File: src/rtl/alk_mdseq_pkg.sv
// Shared types for the ALK MUL/DIV step sequencer: state encoding, default
// sizing and the per-state step control decode.
package alk_mdseq_pkg;

    localparam int STEPS_DEF = 32;
    localparam int CNT_W_DEF = 6;

    typedef enum logic [2:0] {
        ST_IDLE = 3'd0,
        ST_MUL  = 3'd1,
        ST_DIV  = 3'd2,
        ST_FIX  = 3'd3,
        ST_DONE = 3'd4
    } state_t;

    typedef struct packed {
        logic mul_group;
        logic divdbl_l;
        logic shl;
        logic shr;
        logic add;
        logic sub;
        logic busy;
        logic stall_l;
        logic done;
    } step_ctl_t;

    // The MUL add is left 0 here; the top muxes in the live ALUF flag.
    function automatic step_ctl_t decode_step(input state_t st, input logic qs);
        step_ctl_t c;
        c.mul_group = 1'b0;
        c.divdbl_l  = 1'b1;
        c.shl       = 1'b0;
        c.shr       = 1'b0;
        c.add       = 1'b0;
        c.sub       = 1'b0;
        c.busy      = 1'b1;
        c.stall_l   = 1'b0;
        c.done      = 1'b0;
        case (st)
            ST_IDLE: begin
                c.busy    = 1'b0;
                c.stall_l = 1'b1;
            end
            ST_MUL: begin
                c.mul_group = 1'b1;
                c.shr       = 1'b1;
            end
            ST_DIV: begin
                c.divdbl_l = 1'b0;
                c.shl      = 1'b1;
                c.add      = qs;
                c.sub      = ~qs;
            end
            ST_FIX: begin
                c.divdbl_l = 1'b0;
                c.add      = qs;
            end
            ST_DONE: begin
                c.done = 1'b1;
            end
            default: begin
                c.busy    = 1'b0;
                c.stall_l = 1'b1;
            end
        endcase
        return c;
    endfunction

endpackage

File: src/rtl/alkmdseq_cnt.sv
// alkmdcnt: loadable step down-counter with zero detect. Priority is
// reset, clear, load, decrement.
module alkmdcnt #(
    parameter int CNT_W = 6
) (
    input  logic             clk,
    input  logic             srst,
    input  logic             load,
    input  logic [CNT_W-1:0] load_val,
    input  logic             dec,
    input  logic             clr,
    output logic [CNT_W-1:0] count,
    output logic             zero
);

    logic [CNT_W-1:0] count_r;

    // Count register.
    always_ff @(posedge clk) begin
        if (srst) begin
            count_r <= {CNT_W{1'b0}};
        end else if (clr) begin
            count_r <= {CNT_W{1'b0}};
        end else if (load) begin
            count_r <= load_val;
        end else if (dec) begin
            count_r <= count_r - CNT_W'(1);
        end else begin
            count_r <= count_r;
        end
    end

    assign count = count_r;
    assign zero  = (count_r == {CNT_W{1'b0}});

endmodule

File: src/rtl/alkmdseq.sv
// ALK MUL/DIV step sequencer driving the ALPCTL mul/div and shift controls.
// Define ALK_MDSEQ_FIX_EN to include the hardware divide-remainder fix cycle.
module alkmdseq
    import alk_mdseq_pkg::*;
#(
    parameter int STEPS = STEPS_DEF,
    parameter int CNT_W = CNT_W_DEF
) (
    input  logic             qdclk_l,
    input  logic             reset_h,
    input  logic             mul_start_h,
    input  logic             div_start_h,
    input  logic             abort_h,
    input  logic             aluso_flag_h,
    input  logic             alu_sign_h,
    output logic             alpctl_mul_group_h,
    output logic             alpctl_divdbl_l,
    output logic             alpctl_shl_op_h,
    output logic             alpctl_shr_op_h,
    output logic             step_add_h,
    output logic             step_sub_h,
    output logic             busy_h,
    output logic             stall_l,
    output logic             done_h,
    output logic [CNT_W-1:0] step_cnt_h
);

    localparam logic [CNT_W-1:0] LOAD_VAL = CNT_W'(STEPS - 1);

    state_t    state_r;
    state_t    state_nxt_s;
    logic      qs_r;
    logic      qs_nxt_s;
    step_ctl_t ctl_r;
    logic      cnt_load_s;
    logic      cnt_dec_s;
    logic      cnt_clr_s;
    logic      cnt_zero_s;

    alkmdcnt #(.CNT_W(CNT_W)) u_cnt (
        .clk      (qdclk_l),
        .srst     (reset_h),
        .load     (cnt_load_s),
        .load_val (LOAD_VAL),
        .dec      (cnt_dec_s),
        .clr      (cnt_clr_s),
        .count    (step_cnt_h),
        .zero     (cnt_zero_s)
    );

    // Next-state, quotient-sign and counter control.
    always_comb begin
        state_nxt_s = state_r;
        qs_nxt_s    = qs_r;
        cnt_load_s  = 1'b0;
        cnt_dec_s   = 1'b0;
        cnt_clr_s   = 1'b0;
        case (state_r)
            ST_IDLE: begin
                qs_nxt_s = 1'b0;
                if (mul_start_h) begin
                    state_nxt_s = ST_MUL;
                    cnt_load_s  = 1'b1;
                end else if (div_start_h) begin
                    state_nxt_s = ST_DIV;
                    cnt_load_s  = 1'b1;
                end else begin
                    state_nxt_s = ST_IDLE;
                end
            end
            ST_MUL: begin
                cnt_dec_s = ~cnt_zero_s;
                if (cnt_zero_s) begin
                    state_nxt_s = ST_DONE;
                end else begin
                    state_nxt_s = ST_MUL;
                end
            end
            ST_DIV: begin
                qs_nxt_s  = alu_sign_h;
                cnt_dec_s = ~cnt_zero_s;
                if (cnt_zero_s) begin
`ifdef ALK_MDSEQ_FIX_EN
                    // A clear sign needs no correction, so FIX is skipped entirely.
                    state_nxt_s = alu_sign_h ? ST_FIX : ST_DONE;
`else
                    state_nxt_s = ST_DONE;
`endif
                end else begin
                    state_nxt_s = ST_DIV;
                end
            end
            ST_FIX: begin
                state_nxt_s = ST_DONE;
            end
            ST_DONE: begin
                state_nxt_s = ST_IDLE;
            end
            default: begin
                state_nxt_s = ST_IDLE;
                cnt_clr_s   = 1'b1;
            end
        endcase
        if (abort_h && (state_r != ST_IDLE)) begin
            state_nxt_s = ST_IDLE;
            qs_nxt_s    = 1'b0;
            cnt_load_s  = 1'b0;
            cnt_dec_s   = 1'b0;
            cnt_clr_s   = 1'b1;
        end else begin
            cnt_clr_s = cnt_clr_s;
        end
    end

    // State, quotient sign and registered step-control decode of the next state.
    always_ff @(posedge qdclk_l) begin
        if (reset_h) begin
            state_r <= ST_IDLE;
            qs_r    <= 1'b0;
            ctl_r   <= decode_step(ST_IDLE, 1'b0);
        end else begin
            state_r <= state_nxt_s;
            qs_r    <= qs_nxt_s;
            ctl_r   <= decode_step(state_nxt_s, qs_nxt_s);
        end
    end

    assign alpctl_mul_group_h = ctl_r.mul_group;
    assign alpctl_divdbl_l    = ctl_r.divdbl_l;
    assign alpctl_shl_op_h    = ctl_r.shl;
    assign alpctl_shr_op_h    = ctl_r.shr;
    // ALUF flag is a flop, so this MUL-only path stays flop-to-flop.
    assign step_add_h         = ctl_r.mul_group ? aluso_flag_h : ctl_r.add;
    assign step_sub_h         = ctl_r.sub;
    assign busy_h             = ctl_r.busy;
    assign stall_l            = ctl_r.stall_l;
    assign done_h             = ctl_r.done;

endmodule

File: config.mk
export PLATFORM = sky130hd
export DESIGN_NAME = alkmdseq
export DESIGN_NICKNAME = d
export VERILOG_FILES = /design/src/rtl/alk_mdseq_pkg.sv /design/src/rtl/alkmdseq_cnt.sv /design/src/rtl/alkmdseq.sv
export SDC_FILE = /design/constraint.sdc
export NUM_CORES = 1
export LEC_CHECK = 0
export ABC_AREA = 1
export ABC_CLOCK_PERIOD_IN_PS = 3150
export CAP_MARGIN = 5
export CORE_UTILIZATION = 50
export DETAILED_ROUTE_END_ITERATION = 8
export HOLD_SLACK_MARGIN = 0.08
export PLACE_DENSITY = 0.82
export SYNTH_ARGS = -nofsm -noshare
export SYNTH_HDL_FRONTEND = slang
export SYNTH_SLANG_ARGS = --single-unit
export TNS_END_PERCENT = 5
File: constraint.sdc
create_clock -name qdclk_l -period 3.15 [get_ports qdclk_l]
set_clock_uncertainty 0.05 [all_clocks]
set_input_delay 0.63 -clock qdclk_l [delete_from_list [all_inputs] [get_ports qdclk_l]]
set_output_delay 0.63 -clock qdclk_l [all_outputs]
set_load 0.1 [all_outputs]
==> qor.txt, run 1 <==
==========================================================================================
Result of the run                                                                completed
Max transition margin                                                                70.9%
Number of buffer and inverter instances along the worst setup path                       2
CTS Buffer Depth                                                                         2
Portion of the post-synthesis area used by sequential elements                       42.2%
Share of the clock period used by the worst path after layout                        69.9%
Max Cap Violations                                                                       0
Row count                                                                               14
Clock tree from TritonCTS                                                             done
Post-CTS Hold Buffers                                                                    0
Synth Net Count                                                                        124
Hold/Removal Path Class                                                       flip-flop to flip-flop
Worst setup SP type                                                             input port
Cell taking the most area after synthesis                                     sky130_fd_sc_hd__dfxtp_1
Async set-or-reset flop fraction in the synthesized netlist                             0%
Highest attainable clock frequency                                                 454 MHz
Antenna viol nets, final                                                                 0
Number of remaining DRC errors                                                           0
Die H                                                                              43.3 um
Actual slew at the worst max-slew pin                                               437 ps
Post-cts gate resize count                                                               0
Cell chain of the critical path                                               clkdlybuf4s50_1, mux2_2, buf_4
Yosys reg bits                                                                          18
Cell count of the worst reg-to-reg path                                                  8
DP Wirelength                                                                      1310 um
Top-level port count                                                                    22
Worst Path Max Fanout                                                                    1
Area Overhead vs Synth                                                               24.6%
Largest net degree at the start of global routing                                       12
Reg2reg setup slack                                                                1620 ps
Core area                                                                         1540 um2
Share of the synthesized area in the top cell type                                   42.2%
Synth top area cells                                                          sky130_fd_sc_hd__dfxtp_1 42%, sky130_fd_sc_hd__nand2_1 13%, sky130_fd_sc_hd__nand3_1 6.5%
Detailed Routing Iterations Pass 1                                                       4
Start point of the worst min-delay path                                       u_cnt.count[5]
Gr usage total                                                                       20.6%
Latest clock arrival within the worst-skew pair                                     300 ps
Final-report max-slew violation count                                                    0
Final number of setup-violating endpoints                                                0
Number of failing hold endpoints at the final stage                                      0
H-tree level count                                                                       1
Highest cell delay on the worst timing path                                         400 ps
First-pass GRT wire length                                                         2880 um
Count of mapped cells out of synthesis                                                 116
Worst R2R End                                                                      stall_l
Crit Reg-Reg Startpoint                                                       u_cnt.count[0]
Mean Syn Cell Area                                                                7.36 um2
Post-detailed-placement cell area                                                 1030 um2
Hold depth                                                                               2
Cell area after technology mapping                                                 853 um2
Routed wire per std cell                                                           11.1 um
Data arrival time of the critical path                                             1520 ps
Crit Path Class                                                               input port to primary output
Post-CTS setup buffer count                                                              0
Number of nets in the layout                                                           148
Overall die area                                                                  1880 um2
Antenna fix cells                                                                        0
Crit path max-delay family                                                    buffers and inverters
Most used flip-flop cell after synthesis                                      sky130_fd_sc_hd__dfxtp_1
Unique masters post-synth                                                               22
Total Routed Length                                                                1730 um
Via count of the first global-routing pass                                             772
Port-buffer cells                                                                       21
Detail-routed via count per cell                                                      5.20
CP max stage cell                                                             sky130_fd_sc_hd__clkdlybuf4s50_1
CTS Buf Count                                                                            3
Aggregate negative setup slack                                                        0 ps
Dominant cell by count in the synthesized netlist                             sky130_fd_sc_hd__nand2_1
CP Launch Point                                                               aluso_flag_h
Grt total ovfl                                                                           0
Top post-synthesis cells by count                                             29 x sky130_fd_sc_hd__nand2_1, 18 x sky130_fd_sc_hd__dfxtp_1, 14 x sky130_fd_sc_hd__inv_1, 12 x sky130_fd_sc_hd__nor2_1, 11 x sky130_fd_sc_hd__nand3_1
Die Width                                                                          43.3 um
Post-route cell area                                                              1060 um2
Clock edge transition at the registers on the reported setup and hold paths         110 ps
Number of DRC violations after detailed-routing iteration 0                             13
RD Place Congestion                                                                  0.843
Element type at the critical path end                                         primary output
Terminating pin of the worst hold path                                        u_cnt.count[5]
Number of antenna violations at the first check in global routing                        0
Required @ worst endpoint                                                          2470 ps
Unrepaired setup endpoints after global routing                                      false
Clk root buf                                                                  sky130_fd_sc_hd__clkbuf_4
Proportion of layout cells with a drive suffix above 1                               25.9%
Initial Utilization                                                                  55.4%
Clock sink total                                                                        18
Final Critical Period                                                              2200 ps
Yosys warning total                                                                      0
Via total after detailed routing                                                       806
Count of flip-flops with a built-in enable after synthesis                               0
==========================================================================================
==> metrics by stage <==
step | utilization (%) | instances | hold WS (ps) | setup slack (ps)
6_report | 69.0 | 155 | 468 | 948
5_1_grt | 69.0 | 155 | 487 | 923
4_1_cts | 69.0 | 155 | 472 | 940
3_5_place_dp | 66.6 | 151 | 457 | 941
3_3_place_gp | 66.6 | 151 | 443 | 965
2_1_floorplan | - | 116 | 506 | 860
==> placed cells by master (no fill, tap or decap), drive strengths merged <==
cell type and n:
a21oi 6, a22oi 1, buf 15, clkbuf 4, clkdlybuf4s50 6, dfxtp 18
ha 1, inv 19, mux2 1, nand2 32, nand3 14, nand3b 2
nand4 1, nor2 15, o21ai 3, xnor2 1
==> final cells by class <==
type / instances / area, um2
multi-input cells: 77 / 403
flip-flops and latches: 18 / 360
well taps: 16 / 20.0
fillers: 143 / 478
repair buffers: 21 / 173
inverters: 19 / 71.3
clock buffers: 4 / 36.3
==> sequential cells by signal (all words and copies together) (netlist names) <==
| register | count |
|---|---|
| busy_h | 1 |
| alpctl_shl_op_h | 1 |
| done_h | 1 |
| qs_r | 1 |
| alpctl_shr_op_h | 1 |
| ctl_r | 1 |
| alpctl_divdbl_l | 1 |
| state_r | 3 |
| u_cnt.count | 6 |
| stall_l | 1 |
| step_sub_h | 1 |
==> worst min-delay path, cell delays in order, from the launching register on <==
cell	delay [ps]
sky130_fd_sc_hd__dfxtp_1	360
sky130_fd_sc_hd__nand2_1	80
sky130_fd_sc_hd__a21oi_1	50
==> worst max-delay path by stage <==
| stage | cells after the start | slack [ps] | end |
|---|---|---|---|
| CTS | 3 | 940 | step_add_h |
| finish | 3 | 950 | step_add_h |
| detailed placement | 3 | 940 | step_add_h |
| global placement | 3 | 970 | step_add_h |
| floorplan | 1 | 860 | step_add_h |
| global route | 3 | 920 | step_add_h |
==> cells by family (layout without fill, tap and decap cells) <==
group	count (synthesis)	in the layout	share of synthesized area, %
xor+xnor	1	1	1.03
buf+inv	21	44	10.6
simple gates	64	64	36.4
mux	1	1	1.32
compound gates	10	10	7.04
flops	18	18	42.2
fa+ha+maj	1	1	1.47
==> metal layers <==
| metal | vias to the layer above | routed length [um] | global-route usage [%] |
|---|---|---|---|
| met5 | - | 0 | 0 |
| met4 | 0 | 36 | 10.9 |
| met3 | 5 | 89 | 3.83 |
| met2 | 22 | 892 | 37.3 |
| met1 | 371 | 707 | 22.2 |
| li1 | 408 | - | - |
Power of run 1 is left out: the tool's default activity adds up to more than one toggle a clock period on the data nets, which glitch-free logic cannot reach.
==> inputs of run 2 (changes only) <==
--- a/config.mk
+++ b/config.mk
@@ -6,12 +6,12 @@
 export NUM_CORES = 1
 export LEC_CHECK = 0
 export ABC_AREA = 1
-export ABC_CLOCK_PERIOD_IN_PS = 3150
+export ABC_CLOCK_PERIOD_IN_PS = 2220
 export CAP_MARGIN = 5
-export CORE_UTILIZATION = 50
+export CORE_UTILIZATION = 46
 export DETAILED_ROUTE_END_ITERATION = 8
 export HOLD_SLACK_MARGIN = 0.08
-export PLACE_DENSITY = 0.82
+export PLACE_DENSITY = 0.76
 export SYNTH_ARGS = -nofsm -noshare
 export SYNTH_HDL_FRONTEND = slang
 export SYNTH_SLANG_ARGS = --single-unit
==> constraint.sdc (replaced) <==
create_clock -name qdclk_l -period 2.22 [get_ports qdclk_l]
set_clock_uncertainty 0.05 [all_clocks]
set_input_delay 0.444 -clock qdclk_l [delete_from_list [all_inputs] [get_ports qdclk_l]]
set_output_delay 0.444 -clock qdclk_l [all_outputs]
set_load 0.1 [all_outputs]
==> run 2 against run 1 <==
Compared with the run above: setup slack lost 520 ps; flip-flop and latch count unchanged; worst hold slack got worse by 12 ps; sequential share of layout area fell by 0.74 points; core utilization decreased by 6.0 points; first-iteration DRC count did not move; cell count up 5.8%; critical path depth is the same.
==> qor.txt, run 2 (synthesized netlist as in run 1, its figures left out) <==
==========================================================================================
Result of the run                                                                completed
Gr usage total                                                                       19.9%
Die Width                                                                          45.1 um
Data arrival time of the critical path                                             1300 ps
Share of the clock period used by the worst path after layout                        80.7%
Start point of the worst min-delay path                                       u_cnt.count[0]
Final Critical Period                                                              1790 ps
Routed wire per std cell                                                           10.6 um
Most common library cell in the layout ignoring fill and taps                 sky130_fd_sc_hd__nand2_1
Area Overhead vs Synth                                                               27.4%
Latest clock arrival within the worst-skew pair                                     290 ps
Hold depth                                                                               2
Number of antenna violations at the first check in global routing                        0
Crit Path Class                                                               input port to primary output
Detail-routed via count per cell                                                      4.66
Post-cts gate resize count                                                               0
Highest attainable clock frequency                                                 558 MHz
Element type at the critical path end                                         primary output
Unrepaired setup endpoints after global routing                                      false
Worst Path Max Fanout                                                                    1
Max transition margin                                                                69.9%
Reg2reg setup slack                                                                 720 ps
CTS Buffer Depth                                                                         2
Worst setup SP type                                                             input port
CTS Buf Count                                                                            3
Clock tree from TritonCTS                                                             done
Overall die area                                                                  2030 um2
Proportion of layout cells with a drive suffix above 1                               25.9%
Clock sink total                                                                        18
Post-CTS Hold Buffers                                                                    0
Max Cap Violations                                                                       0
Filler cells                                                                           175
RD Place Congestion                                                                  0.832
Required @ worst endpoint                                                          1730 ps
Terminating pin of the worst hold path                                        u_cnt.count[0]
Clk root buf                                                                  sky130_fd_sc_hd__clkbuf_4
Cell chain of the critical path                                               clkdlybuf4s50_1, mux2_2, buf_12
Area occupied by multi-input gates                                                 403 um2
Row count                                                                               15
Number of failing hold endpoints at the final stage                                      0
Final number of setup-violating endpoints                                                0
Core area                                                                         1730 um2
Antenna viol nets, final                                                                 0
Antenna fix cells                                                                        0
Die H                                                                              45.1 um
First-pass GRT wire length                                                         2930 um
Crit Reg-Reg Startpoint                                                       u_cnt.count[0]
Number of nets in the layout                                                           148
Port-buffer cells                                                                       21
Number of DRC violations after detailed-routing iteration 0                             13
CP max stage cell                                                             sky130_fd_sc_hd__clkdlybuf4s50_1
DP Wirelength                                                                      1360 um
Number of remaining DRC errors                                                           0
Largest net degree at the start of global routing                                       12
Hold/Removal Path Class                                                       flip-flop to flip-flop
H-tree level count                                                                       1
Grt total ovfl                                                                           0
Storage cell area                                                                  360 um2
Final-report max-slew violation count                                                    0
Worst R2R End                                                                      stall_l
Via total after detailed routing                                                       764
Initial Utilization                                                                  49.4%
Clock edge transition at the registers on the reported setup and hold paths         100 ps
Actual slew at the worst max-slew pin                                               451 ps
Highest cell delay on the worst timing path                                         390 ps
Max FFs per register                                                                     6
Post-CTS setup buffer count                                                              0
Detailed Routing Iterations Pass 1                                                       4
Aggregate negative setup slack                                                        0 ps
Via count of the first global-routing pass                                             721
Total Routed Length                                                                1730 um
Top-level port count                                                                    22
Cell count of the worst reg-to-reg path                                                  8
Commonest cells after routing, fill and taps aside                            29 x sky130_fd_sc_hd__nand2_1, 18 x sky130_fd_sc_hd__dfxtp_1, 14 x sky130_fd_sc_hd__inv_1, 14 x sky130_fd_sc_hd__buf_4, 12 x sky130_fd_sc_hd__nor2_1
==========================================================================================
==> run 2: changes by cell type in the layout (fill, tap and decap cells not counted) <==
cell                     delta
sky130_fd_sc_hd__buf_4      -1
sky130_fd_sc_hd__buf_12     +1
==> run 2: critical path, delay by kind of cell <==
family | cells | cell delay [ps]
buffers and inverters | 2 | 560
multiplexers | 1 | 290
==> run 2: cell type report <==
| cell class | count | share of cell area [%] |
|---|---|---|
| well taps | 25 | 2.88 |
| inverters | 19 | 6.56 |
| clock buffers | 4 | 3.34 |
| repair buffers | 21 | 17.0 |
| flip-flops and latches | 18 | 33.1 |
| multi-input cells | 77 | 37.1 |
==> run 2: per-stage QoR <==
stage                     setup WS [ps]  cell area (um2)  cells  hold WS (ps)  utilization [%]
after floorplan                    97.0              853    116           466                -
after global placement              435             1050    160           440             60.9
after detailed placement            434             1050    160           444             60.9
after CTS                           428             1090    164           458             63.0
after global routing                421             1090    164           493             63.0
final                               429             1090    164           456             63.0
==> run 2: worst max-delay path by stage <==
stage	startpoint	to	slack, ps
after floorplan	u_cnt.count[0]	stall_l	100
after global placement	aluso_flag_h	step_add_h	440
after detailed placement	aluso_flag_h	step_add_h	430
after CTS	aluso_flag_h	step_add_h	430
after global routing	aluso_flag_h	step_add_h	420
final	aluso_flag_h	step_add_h	430
==> run 2: per-layer routing <==
layer  GRT usage [%]  part of all wire (%)
met1            27.0                    50
met4            12.7                   1.6
met3            4.40                   4.2
met5               0                     0
met2            28.4                    44
Power of run 2 is left out for the same reason.
